<file path="src/rtl/rv_core_pkg.sv">
// Shared core constants: datapath width, NOP encoding, major opcodes and fetch FSM states.
package rv_core_pkg;

  localparam int unsigned XLEN = 32;

  localparam logic [31:0] NOP_INSTR = 32'h0000_0013;

  localparam logic [6:0] OP_LOAD   = 7'b0000011;
  localparam logic [6:0] OP_STORE  = 7'b0100011;
  localparam logic [6:0] OP_RTYPE  = 7'b0110011;
  localparam logic [6:0] OP_BRANCH = 7'b1100011;

  typedef enum logic [1:0] {
    ST_FETCH = 2'd0,
    ST_VALID = 2'd1,
    ST_ERROR = 2'd2
  } fetch_state_e;

endpackage

</file>
<file path="src/rtl/next_pc_sel.sv">
// Next-PC selection: sequential PC+4 or branch target, with alignment check on the result.
module next_pc_sel #(
  parameter int unsigned XLEN = 32
) (
  input  logic [XLEN-1:0] pc,
  input  logic            pc_src,
  input  logic [XLEN-1:0] pc_target,
  output logic [XLEN-1:0] next_pc,
  output logic [XLEN-1:0] pc_plus4,
  output logic            misaligned
);

  // Addition wraps naturally at XLEN bits.
  assign pc_plus4   = pc + XLEN'(4);
  assign next_pc    = pc_src ? pc_target : pc_plus4;
  assign misaligned = |next_pc[1:0];

endmodule

</file>
<file path="src/rtl/instr_fetch_unit.sv">
// Fetch stage: owns the PC, requests words from instruction memory and presents
// the fetched instruction to decode; misaligned next-PC traps into a sticky error.
module instr_fetch_unit #(
  parameter int unsigned                 XLEN     = rv_core_pkg::XLEN,
  parameter logic [rv_core_pkg::XLEN-1:0] RESET_PC = '0
) (
  input  logic            clk,
  input  logic            rst,
  input  logic            pc_src,
  input  logic [XLEN-1:0] pc_target,
  input  logic            advance,
  output logic            imem_req,
  output logic [XLEN-1:0] imem_addr,
  input  logic            imem_ack,
  input  logic [31:0]     imem_rdata,
  output logic [31:0]     instr,
  output logic [XLEN-1:0] pc,
  output logic [XLEN-1:0] pc_plus4,
  output logic            instr_valid,
  output logic            misalign_err
);

  import rv_core_pkg::*;

  fetch_state_e    state_q, state_d;
  logic [XLEN-1:0] pc_d;
  logic [31:0]     instr_d;
  logic            valid_d;
  logic            err_d;
  logic            req_d;
  logic [XLEN-1:0] next_pc;
  logic            misaligned;

  next_pc_sel #(.XLEN(XLEN)) u_next_pc_sel (
    .pc         (pc),
    .pc_src     (pc_src),
    .pc_target  (pc_target),
    .next_pc    (next_pc),
    .pc_plus4   (pc_plus4),
    .misaligned (misaligned)
  );

  assign imem_addr = pc;

  // State register.
  always_ff @(posedge clk) begin
    if (rst) begin
      state_q <= ST_FETCH;
    end else begin
      state_q <= state_d;
    end
  end

  // Next-state and next register values.
  always_comb begin
    state_d = state_q;
    pc_d    = pc;
    instr_d = instr;
    valid_d = instr_valid;
    err_d   = misalign_err;
    case (state_q)
      ST_FETCH: begin
        if (imem_ack) begin
          instr_d = imem_rdata;
          valid_d = 1'b1;
          state_d = ST_VALID;
        end
      end
      ST_VALID: begin
        if (advance) begin
          valid_d = 1'b0;
          if (misaligned) begin
            err_d   = 1'b1;
            state_d = ST_ERROR;
          end else begin
            pc_d    = next_pc;
            state_d = ST_FETCH;
          end
        end
      end
      ST_ERROR: begin
        valid_d = 1'b0;
        err_d   = 1'b1;
      end
      default: begin
        state_d = ST_FETCH;
        valid_d = 1'b0;
      end
    endcase
    req_d = (state_d == ST_FETCH);
  end

  // Output registers; request is registered from the upcoming state.
  always_ff @(posedge clk) begin
    if (rst) begin
      pc           <= RESET_PC;
      instr        <= NOP_INSTR;
      instr_valid  <= 1'b0;
      misalign_err <= 1'b0;
      imem_req     <= 1'b1;
    end else begin
      pc           <= pc_d;
      instr        <= instr_d;
      instr_valid  <= valid_d;
      misalign_err <= err_d;
      imem_req     <= req_d;
    end
  end

endmodule

</file>
<file path="config.mk">
export PLATFORM = sky130hd
export DESIGN_NAME = instr_fetch_unit
export DESIGN_NICKNAME = d
export VERILOG_FILES = /design/src/rtl/rv_core_pkg.sv /design/src/rtl/next_pc_sel.sv /design/src/rtl/instr_fetch_unit.sv
export SDC_FILE = /design/constraint.sdc
export NUM_CORES = 1
export LEC_CHECK = 0
export ABC_AREA = 1
export BUFFER_PORTS_ARGS = -buffer_cell sky130_fd_sc_hd__clkbuf_2
export CAP_MARGIN = 20
export CELL_PAD_IN_SITES_DETAIL_PLACEMENT = 0
export CELL_PAD_IN_SITES_GLOBAL_PLACEMENT = 1
export CORE_MARGIN = 1
export CORE_UTILIZATION = 34
export CTS_BUF_LIST = sky130_fd_sc_hd__clkbuf_8
export DETAILED_ROUTE_END_ITERATION = 10
export PLACE_DENSITY_LB_ADDON = 0.1
export SLEW_MARGIN = 10
export SYNTH_ARGS = -nofsm -noshare
export SYNTH_HDL_FRONTEND = slang
export SYNTH_SLANG_ARGS = --single-unit
</file>
<file path="constraint.sdc">
create_clock -name clk -period 2.95 [get_ports clk]
set_clock_uncertainty 0.2 [all_clocks]
set_input_delay 0.295 -clock clk [delete_from_list [all_inputs] [get_ports clk]]
set_output_delay 0.295 -clock clk [all_outputs]
set_load 0.05 [all_outputs]
</file>
==> impl_metrics.csv, run 1 <==
group,metric,value,unit
hold_path,hold-path-cell-count,3,
finish,seqCellArea,1381,µm²
hold_path,hp-start,"imem_rdata[18]",
sta,rsz0062_at_grt,"no",
finish,area_growth,36.91,%
global_routing,overflow,0,
hold_path,hold_class,"input port to flip-flop",
synthesis,ys_ff_latch,69,
place,io_buffers,199,
clock_network,postCtsHoldBufs,33,
clock_network,root_buffer,"clkbuf_8",
status,run_status,"completed",
sta,final.setup.tns,0,ns
global_routing,grt_pass1_wl,18240,µm
place,place_hpwl,8462,µm
floorplan,die_y,107.9,µm
floorplan,die-area,11640,µm²
job,drv_cap,0,
synthesis,yosysSeqAreaShare,36.22,%
sta,period_share,87.16,%
pwr,p_int,0.001622,W
critical_path,cp.arrival,2.08,ns
sta,worst_pin_slew,0.5426,ns
sta,setup_viol,0,
synthesis,synth_cell_type_count,27,
detailed_routing,drt-initial-drc-count,165,
sta,fin_hold_ws,0.02128,ns
clock_network,cts_buffers,9,
critical_path,r2r_slack,0.99,ns
synthesis,postSynthCellCount,551,
finish,multiInputGateArea,1989,µm²
sta,slew_headroom,63.78,%
synthesis,synth_top_flop_cell,"dfxtp_1",
pwr,ir_drop,326.4,µV
pwr,p_comb_share,27.9,%
floorplan,start_util,35.03,%
finish,final_common_cell,"clkbuf_2",
finish,antenna_cells,0,
sta,hold_violations,0,
critical_path,crit_path_start_kind,"flip-flop",
global_routing,grt_pass1_vias,3669,
clock_network,cts_tree,"built",
critical_path,path_class,"flip-flop to output port",
clock_network,cts_sinks,69,
floorplan,ios,200,
global_routing,grt_util_all_layers,20.53,%
pwr,swShare,37.64,%
synthesis,syn-num-nets,621,
global_routing,grt_max_degree,53,
detailed_routing,ant_nets,0,
floorplan,coreArea,10890,µm²
finish,nets,812,
pwr,leakage,2.526,nW
synthesis,synth_warnings,0,
pwr,clkPwrFrac,31.5,%
pwr,seqPwrFrac,40.7,%
critical_path,crit_path_max_fanout,5,
sta,fmax,0.3889,GHz
clock_network,h-tree-depth,3,
global_routing,antenna_found_initial,0,
critical_path,crit_path_end_kind,"output port",
critical_path,required,2.46,ns
detailed_routing,drc,0,
pwr,switching_power,0.0009792,W
detailed_routing,dr.pass1.iters,4,
synthesis,synth_edf_count,0,
detailed_routing,vias,4130,
clock_network,postCtsSetupBuffers,0,
clock_network,ctsResizeCount,0,
synthesis,netlist_area,3814,µm²
floorplan,die_w,107.9,µm
clock_network,clkSlewWorstSetupHoldPaths,0.07,ns
finish,drive_gt1_share,34.14,%
hold_path,min_to,"instr[18]",
pwr,power_density,498.2,nW/µm²
place,globalplace.congestion,0.8360,
finish,num-fill-cells,1148,
detailed_routing,vias_per_cell,4.656,
place,dp_cells,838,
floorplan,rows,38,
synthesis,synth_area_per_cell,6.921,µm²
pwr,power,0.002601,W
synthesis,async_flop_share,0,%
critical_path,r2r_cells,8,
detailed_routing,routed_wl,12060,µm
sta,timing.final.crit_period,2.571,ns
critical_path,r2r-start,"imem_addr[0]",
finish,instances_no_fill,887,
clock_network,clock_path_buffers,2,
detailed_routing,wl_per_cell,13.60,µm
clock_network,clk_latency,0.36,ns
sta,drv_slew,0,
finish,mostFrequentLayoutCells,"clkbuf_2, nand2_1, nor2_1, dfxtp_1, a21oi_1",
critical_path,r2r_end,"imem_addr[11]",
-- worst max-delay path by stage --
stage	start	to	slack, ns	cells past startpoint
5_1_grt	imem_addr[3]	pc_plus4[26]	0.20	9
2_1_floorplan	imem_addr[2]	imem_addr[9]	0.11	6
3_5_place_dp	imem_addr[3]	pc_plus4[22]	0.75	9
3_3_place_gp	imem_addr[3]	pc_plus4[22]	0.83	9
6_report	imem_addr[3]	pc_plus4[22]	0.38	9
4_1_cts	imem_addr[3]	pc_plus4[22]	0.34	9
-- cell families (layout without fill, tap and decap cells) --
kind of cell | Yosys count | count (layout) | share of synthesized area, %
buf+inv | 82 | 278 | 11.61
fa+ha+maj | 1 | 1 | 0.3280
flops | 69 | 69 | 36.22
simple gates | 264 | 264 | 30.68
xor+xnor | 14 | 14 | 4.790
compound gates | 121 | 121 | 16.37
-- synth_stat cells (8+ instances only) --
library cell	n	area, µm²
nand3_1	14	70.07
a21oi_1	56	280.3
inv_1	21	78.83
nor2_4	9	101.4
nor2_1	97	364.1
xor2_2	8	130.1
clkbuf_1	15	56.30
o21ai_1	9	45.04
o21ai_0	54	270.3
dfxtp_1	69	1381
buf_4	34	255.2
nand2_1	119	446.7
-- worst max-delay path: stages, from the launching register on --
cell and delay [ns]:
dfxtp_1 0.41, ha_1 0.22, nand2_1 0.09, nor2_2 0.16
nand2_4 0.13, nor2_8 0.18, nand2_1 0.07, nand2_1 0.07
and2_1 0.12, clkbuf_2 0.27
-- per-stage QoR --
step,instance area (µm²),utilization (%),worst slack [ns]
after global placement,4681,42.99,0.8284
after global routing,5221,47.95,0.2027
after detailed placement,4681,42.99,0.7537
after CTS,5221,47.95,0.3398
after floorplan,3814,-,0.1147
final,5221,47.95,0.3787
-- layout make-up --
type | instances | area share, %
Multi-Input combinational cell | 400 | 38.10
Sequential cell | 69 | 26.46
Timing Repair Buffer | 239 | 26.41
Tap cell | 140 | 3.355
Clock buffer | 11 | 2.900
Inverter | 23 | 1.653
Clock inverter | 5 | 1.126
-- power by group through the flow --
stage	registers (W)	clock network, W	logic (W)
after floorplan	0.00129	0	0.000313
after global placement	0.00108	0	0.000690
after detailed placement	0.00108	0	0.000692
after CTS	0.00106	0.000851	0.000729
after global routing	0.00107	0.000886	0.000771
final	0.00106	0.000818	0.000725
-- flip-flops by register name, summed over array words and instances (netlist names) --
register,flops
instr_valid,1
instr,32
imem_addr,32
state_q,2
misalign_err,1
imem_req,1
-- metal layers --
layer / global-route usage [%] / wire, µm / vias to the layer above
met5: 0 / 0 / -
met4: 9.883 / 296 / 0
li1: - / - / 2114
met2: 32.33 / 5511 / 136
met3: 3.935 / 657 / 19
met1: 26.89 / 5597 / 1861
(Power assumes the default switching activity.)
==> run 2: changes to the inputs <==
--- a/config.mk
+++ b/config.mk
@@ -14,6 +14,7 @@
 export CORE_UTILIZATION = 34
 export CTS_BUF_LIST = sky130_fd_sc_hd__clkbuf_8
 export DETAILED_ROUTE_END_ITERATION = 10
+export GPL_TIMING_DRIVEN = 0
 export PLACE_DENSITY_LB_ADDON = 0.1
 export SLEW_MARGIN = 10
 export SYNTH_ARGS = -nofsm -noshare
==> run 2 against run 1 <==
Net effect: combinational power increased by 4.3%; register-to-register slack better by 0.08 ns; largest cell class unchanged; power is 6.0% higher; non-clock buffer count rose by 52; sequential power about the same; final cell count up 5.7%; utilization is 3.0 points higher; first-iteration DRC count is 30% higher; critical path type unchanged; critical endpoint is now pc_plus4[26].
==> impl_metrics.csv, run 2 (synthesis gave the netlist of run 1 again) <==
group,metric,value,unit
status,run_status,"completed",
detailed_routing,drc,0,
finish,post-route-util,50.99,%
floorplan,rows,38,
critical_path,worst_path_most_repeated_cell,"nand2_1",
finish,nets,864,
pwr,ir_drop,285.6,µV
detailed_routing,vias_per_cell,4.606,
global_routing,antenna_found_initial,0,
detailed_routing,vias,4320,
clock_network,cts_sinks,69,
place,io_buffers,199,
global_routing,grt_pass1_wl,19540,µm
detailed_routing,dr.pass1.iters,4,
floorplan,die_y,107.9,µm
sta,timing.final.crit_period,2.603,ns
clock_network,h-tree-depth,3,
floorplan,coreArea,10890,µm²
job,drv_cap,0,
detailed_routing,drt-initial-drc-count,214,
sta,period_share,88.22,%
clock_network,ctsResizeCount,0,
sta,fmax,0.3842,GHz
finish,num-fill-cells,1130,
place,globalplace.congestion,0.8491,
critical_path,r2r_slack,1.07,ns
floorplan,ios,200,
sta,worst_pin_slew,0.6789,ns
sta,drv_slew,0,
critical_path,slowest_stage,"dfxtp_1",
critical_path,cp.arrival,2.11,ns
finish,drive_gt1_share,35.96,%
clock_network,cts_buffers,9,
critical_path,cp_cell_sequence,"ha_1 > nand2_1 > nor2_2 > nand2_4 > nor2_8 > nand2_1 > nand2_1 > and2_1 > clkbuf_2",
critical_path,path_class,"flip-flop to output port",
critical_path,required,2.46,ns
clock_network,cts_tree,"built",
sta,final.setup.tns,0,ns
hold_path,hold_class,"input port to flip-flop",
global_routing,grt_pass1_vias,3921,
finish,final_common_cell,"clkbuf_2",
detailed_routing,ant_nets,0,
critical_path,crit_path_max_fanout,5,
clock_network,clkSlewWorstSetupHoldPaths,0.08,ns
detailed_routing,wl_per_cell,13.37,µm
sta,hold_violations,0,
sta,setup_viol,0,
finish,area_growth,45.57,%
place,pre_cts_slack,0.6964,ns
global_routing,overflow,0,
detailed_routing,routed_wl,12540,µm
clock_network,clk_latency,0.36,ns
finish,antenna_cells,0,
sta,layout_setup_ws,0.3475,ns
clock_network,root_buffer,"clkbuf_8",
critical_path,crit_path_start_kind,"flip-flop",
floorplan,start_util,35.03,%
global_routing,grt_max_degree,13,
finish,mostFrequentLayoutCells,"clkbuf_2, nand2_1, nor2_1, dfxtp_1, a21oi_1",
clock_network,clock_path_buffers,2,
floorplan,die-area,11640,µm²
pwr,power_density,496.8,nW/µm²
critical_path,crit_path_end_kind,"output port",
critical_path,max_stage_delay,0.45,ns
floorplan,die_w,107.9,µm
place,place_hpwl,9468,µm
sta,slew_headroom,54.74,%
global_routing,grt_util_all_layers,21.84,%
pwr,leakage,2.744,nW
sta,rsz0062_at_grt,"no",
## run 2: layout make-up
cell class	instances	area (µm²)	share of cell area, %
Sequential cell	69	1381	24.88
Buffer	59	356.6	6.423
Clock buffer	9	123.9	2.231
Inverter	23	86.33	1.555
Tap cell	140	175.2	3.155
Clock inverter	6	112.6	2.028
Timing Repair Buffer	232	1326	23.89
Multi-Input combinational cell	400	1989	35.84
## run 2: metrics by stage
stage / instances / hold slack [ns] / cell area [µm²] / power (W)
finish: 938 / 0.02343 / 5552 / 0.002758
global route: 938 / 0.01428 / 5552 / 0.002890
CTS: 938 / 0.005219 / 5552 / 0.002792
detailed placement: 890 / 0.2561 / 4985 / 0.001803
global placement: 890 / 0.2470 / 4985 / 0.001795
floorplan: 551 / 0.1761 / 3814 / 0.001602
## run 2: report_power, final
group	switching, W	internal (W)
Clock	0.000386	0.000558
Sequential	0.0000609	0.000997
Combinational	0.000546	0.000210
## run 2: repair_timing
item	4_1_cts	5_1_grt
setup buffers	0	0
hold buffers	33	0
endpoints found under the hold margin	35	0
## run 2: final timing paths
kind                  from            end  depth (start not counted)
max           imem_addr[3]   pc_plus4[26]                          9
min          pc_target[18]  imem_addr[18]                          3
max reg2reg   imem_addr[3]  imem_addr[24]                          9
min reg2reg   misalign_err   misalign_err                          2
## run 2: layer usage
| layer | up-vias | part of all wire [%] | global-route usage (%) |
|---|---|---|---|
| met5 | - | 0 | 0 |
| met1 | 1937 | 48 | 29.99 |
| li1 | 2218 | - | - |
| met3 | 19 | 4.7 | 3.450 |
| met2 | 146 | 45 | 33.79 |
| met4 | 0 | 2.0 | 9.295 |
## run 2: critical path, delay by kind of cell (launching register included)
family | cells | cell delay, ns
fa+ha+maj | 1 | 0.22
simple gates | 7 | 0.81
buf+inv | 1 | 0.27
flops | 1 | 0.45
==> run 3: changes to the inputs <==
--- a/config.mk
+++ b/config.mk
@@ -16,6 +16,7 @@
 export DETAILED_ROUTE_END_ITERATION = 10
 export GPL_TIMING_DRIVEN = 0
 export PLACE_DENSITY_LB_ADDON = 0.1
+export RECOVER_POWER = 100
 export SLEW_MARGIN = 10
 export SYNTH_ARGS = -nofsm -noshare
 export SYNTH_HDL_FRONTEND = slang
==> constraint.sdc (replaced) <==
create_clock -name clk -period 3.25 [get_ports clk]
set_clock_uncertainty 0.2 [all_clocks]
set_input_delay 0.325 -clock clk [delete_from_list [all_inputs] [get_ports clk]]
set_output_delay 0.325 -clock clk [all_outputs]
set_load 0.05 [all_outputs]
==> run 3 against run 2 <==
Net effect: utilization is 4.1 points lower; via count shrank 2.9%; cell area is 8.1% lower.
==> impl_metrics.csv, run 3 (synthesis gave the netlist of run 1 again) <==
group,metric,value,unit
critical_path,setup.worst_path.start,"imem_addr[3]",
clock_network,postCtsHoldBufs,6,
floorplan,start_util,35.03,%
pwr,power,0.002453,W
finish,mostFrequentLayoutCells,"clkbuf_1, nand2_1, nor2_1, clkbuf_2, dfxtp_1",
global_routing,grt_pass1_vias,3748,
critical_path,crit_path_start_kind,"flip-flop",
finish,multiInputGateArea,1973,µm²
sta,hold_violations,0,
place,place_hpwl,9468,µm
sta,period_share,87.09,%
place,pre_cts_slack,0.9664,ns
sta,timing.final.crit_period,2.830,ns
clock_network,cts_tree,"built",
floorplan,coreArea,10890,µm²
sta,final.setup.tns,0,ns
critical_path,r2r_cells,9,
detailed_routing,dr.pass1.iters,4,
global_routing,grt_max_degree,13,
job,drv_cap,0,
floorplan,die_y,107.9,µm
clock_network,cts_buffers,9,
place,io_buffers,199,
clock_network,clkSlewWorstSetupHoldPaths,0.08,ns
finish,area_growth,33.79,%
global_routing,overflow,0,
global_routing,met2_usage,32.74,%
detailed_routing,wl_per_cell,13.44,µm
detailed_routing,routed_wl,12240,µm
global_routing,antenna_found_initial,0,
finish,final_common_cell,"clkbuf_1",
finish,instances_no_fill,911,
clock_network,postCtsSetupBuffers,0,
critical_path,cp.arrival,2.31,ns
finish,antenna_cells,0,
critical_path,path_class,"flip-flop to output port",
global_routing,use_met1,29.44,%
global_routing,grt_util_all_layers,21.19,%
finish,num-fill-cells,1228,
pwr,ir_drop,254.0,µV
critical_path,endpoint,"pc_plus4[30]",
sta,slew_headroom,55.62,%
detailed_routing,vias,4194,
critical_path,r2r-start,"imem_addr[3]",
place,dp_cells,890,
critical_path,crit_path_end_kind,"output port",
hold_path,hold_class,"input port to flip-flop",
floorplan,ios,200,
floorplan,rows,38,
sta,worst_pin_slew,0.6657,ns
global_routing,grt_use_met3,3.571,%
critical_path,crit_path_max_fanout,5,
finish,nets,837,
global_routing,grt_pass1_wl,18910,µm
global_routing,gr-max-usage-layer,"met2",
pwr,power_density,480.8,nW/µm²
clock_network,clk_latency,0.36,ns
floorplan,die_w,107.9,µm
clock_network,clock_path_buffers,2,
finish,drive_gt1_share,19.97,%
sta,drv_slew,0,
sta,layout_setup_ws,0.4197,ns
sta,rsz0062_at_grt,"no",
critical_path,required,2.72,ns
clock_network,cts_sinks,69,
sta,setup_viol,0,
finish,post-route-util,46.86,%
detailed_routing,ant_nets,0,
place,globalplace.congestion,0.8491,
pwr,leakage,2.194,nW
clock_network,root_buffer,"clkbuf_8",
detailed_routing,drc,0,
status,run_status,"completed",
critical_path,r2r_slack,1.29,ns
detailed_routing,vias_per_cell,4.604,
floorplan,die-area,11640,µm²
clock_network,h-tree-depth,3,
sta,fmax,0.3533,GHz
finish,seqCellArea,1381,µm²
clock_network,ctsResizeCount,0,
critical_path,r2r_end,"imem_addr[24]",
detailed_routing,drt-initial-drc-count,202,
run 3: cell count changes in the layout (fill, tap and decap cells not counted), moves of 3 or more:
cell | before | now
buf_2 | 6 | 3
clkbuf_1 | 15 | 145
clkbuf_2 | 199 | 72
dlygate4sd3_1 | 33 | 6
o21ai_0 | 54 | 60
o21ai_1 | 9 | 3
run 3: cell type report:
type | instances | share of cell area [%]
Multi-Input combinational cell | 400 | 38.67
Sequential cell | 69 | 27.07
Timing Repair Buffer | 205 | 17.58
Buffer | 59 | 6.915
Tap cell | 140 | 3.433
Clock buffer | 9 | 2.428
Clock inverter | 6 | 2.207
Inverter | 23 | 1.692
run 3: critical path, cell delays in order (launching register included):
cell and delay, ns:
dfxtp_1 0.43, ha_1 0.22, nand2_1 0.07, nor2_1 0.24, nand2_4 0.15, nor2_4 0.15
nand3_1 0.09, nand2_1 0.09, clkbuf_1 0.51
run 3: how the worst min path moves through the flow:
stage                         startpoint      endpoint  slack, ns  cells past startpoint
after floorplan                      rst    state_q[0]       0.21                      1
after global placement      misalign_err  misalign_err       0.25                      2
after detailed placement      state_q[1]   instr_valid       0.26                      1
after CTS                 imem_rdata[28]     instr[28]      0.003                      3
after global routing      imem_rdata[25]     instr[25]       0.02                      3
final                     imem_rdata[28]     instr[28]       0.02                      3
run 3: where the power goes:
group,internal (W),leakage (nW),switching (W)
Sequential,0.000905,0.567,0.0000540
Clock,0.000507,0.119,0.000354
Combinational,0.000146,1.51,0.000488
Total,0.00156,2.19,0.000896
run 3: stage by stage:
step                      hold WS (ns)  area (µm²)
after floorplan                 0.2061        3814
after global placement          0.2470        4985
after detailed placement        0.2561        4985
after CTS                     0.002575        5281
after global routing           0.02470        5102
final                          0.01935        5102
run 3: metal layers:
metal	share of wire, %	vias up
met5	0	-
met4	1.4	0
met3	5.1	12
met2	45	143
met1	48	1878
li1	-	2161
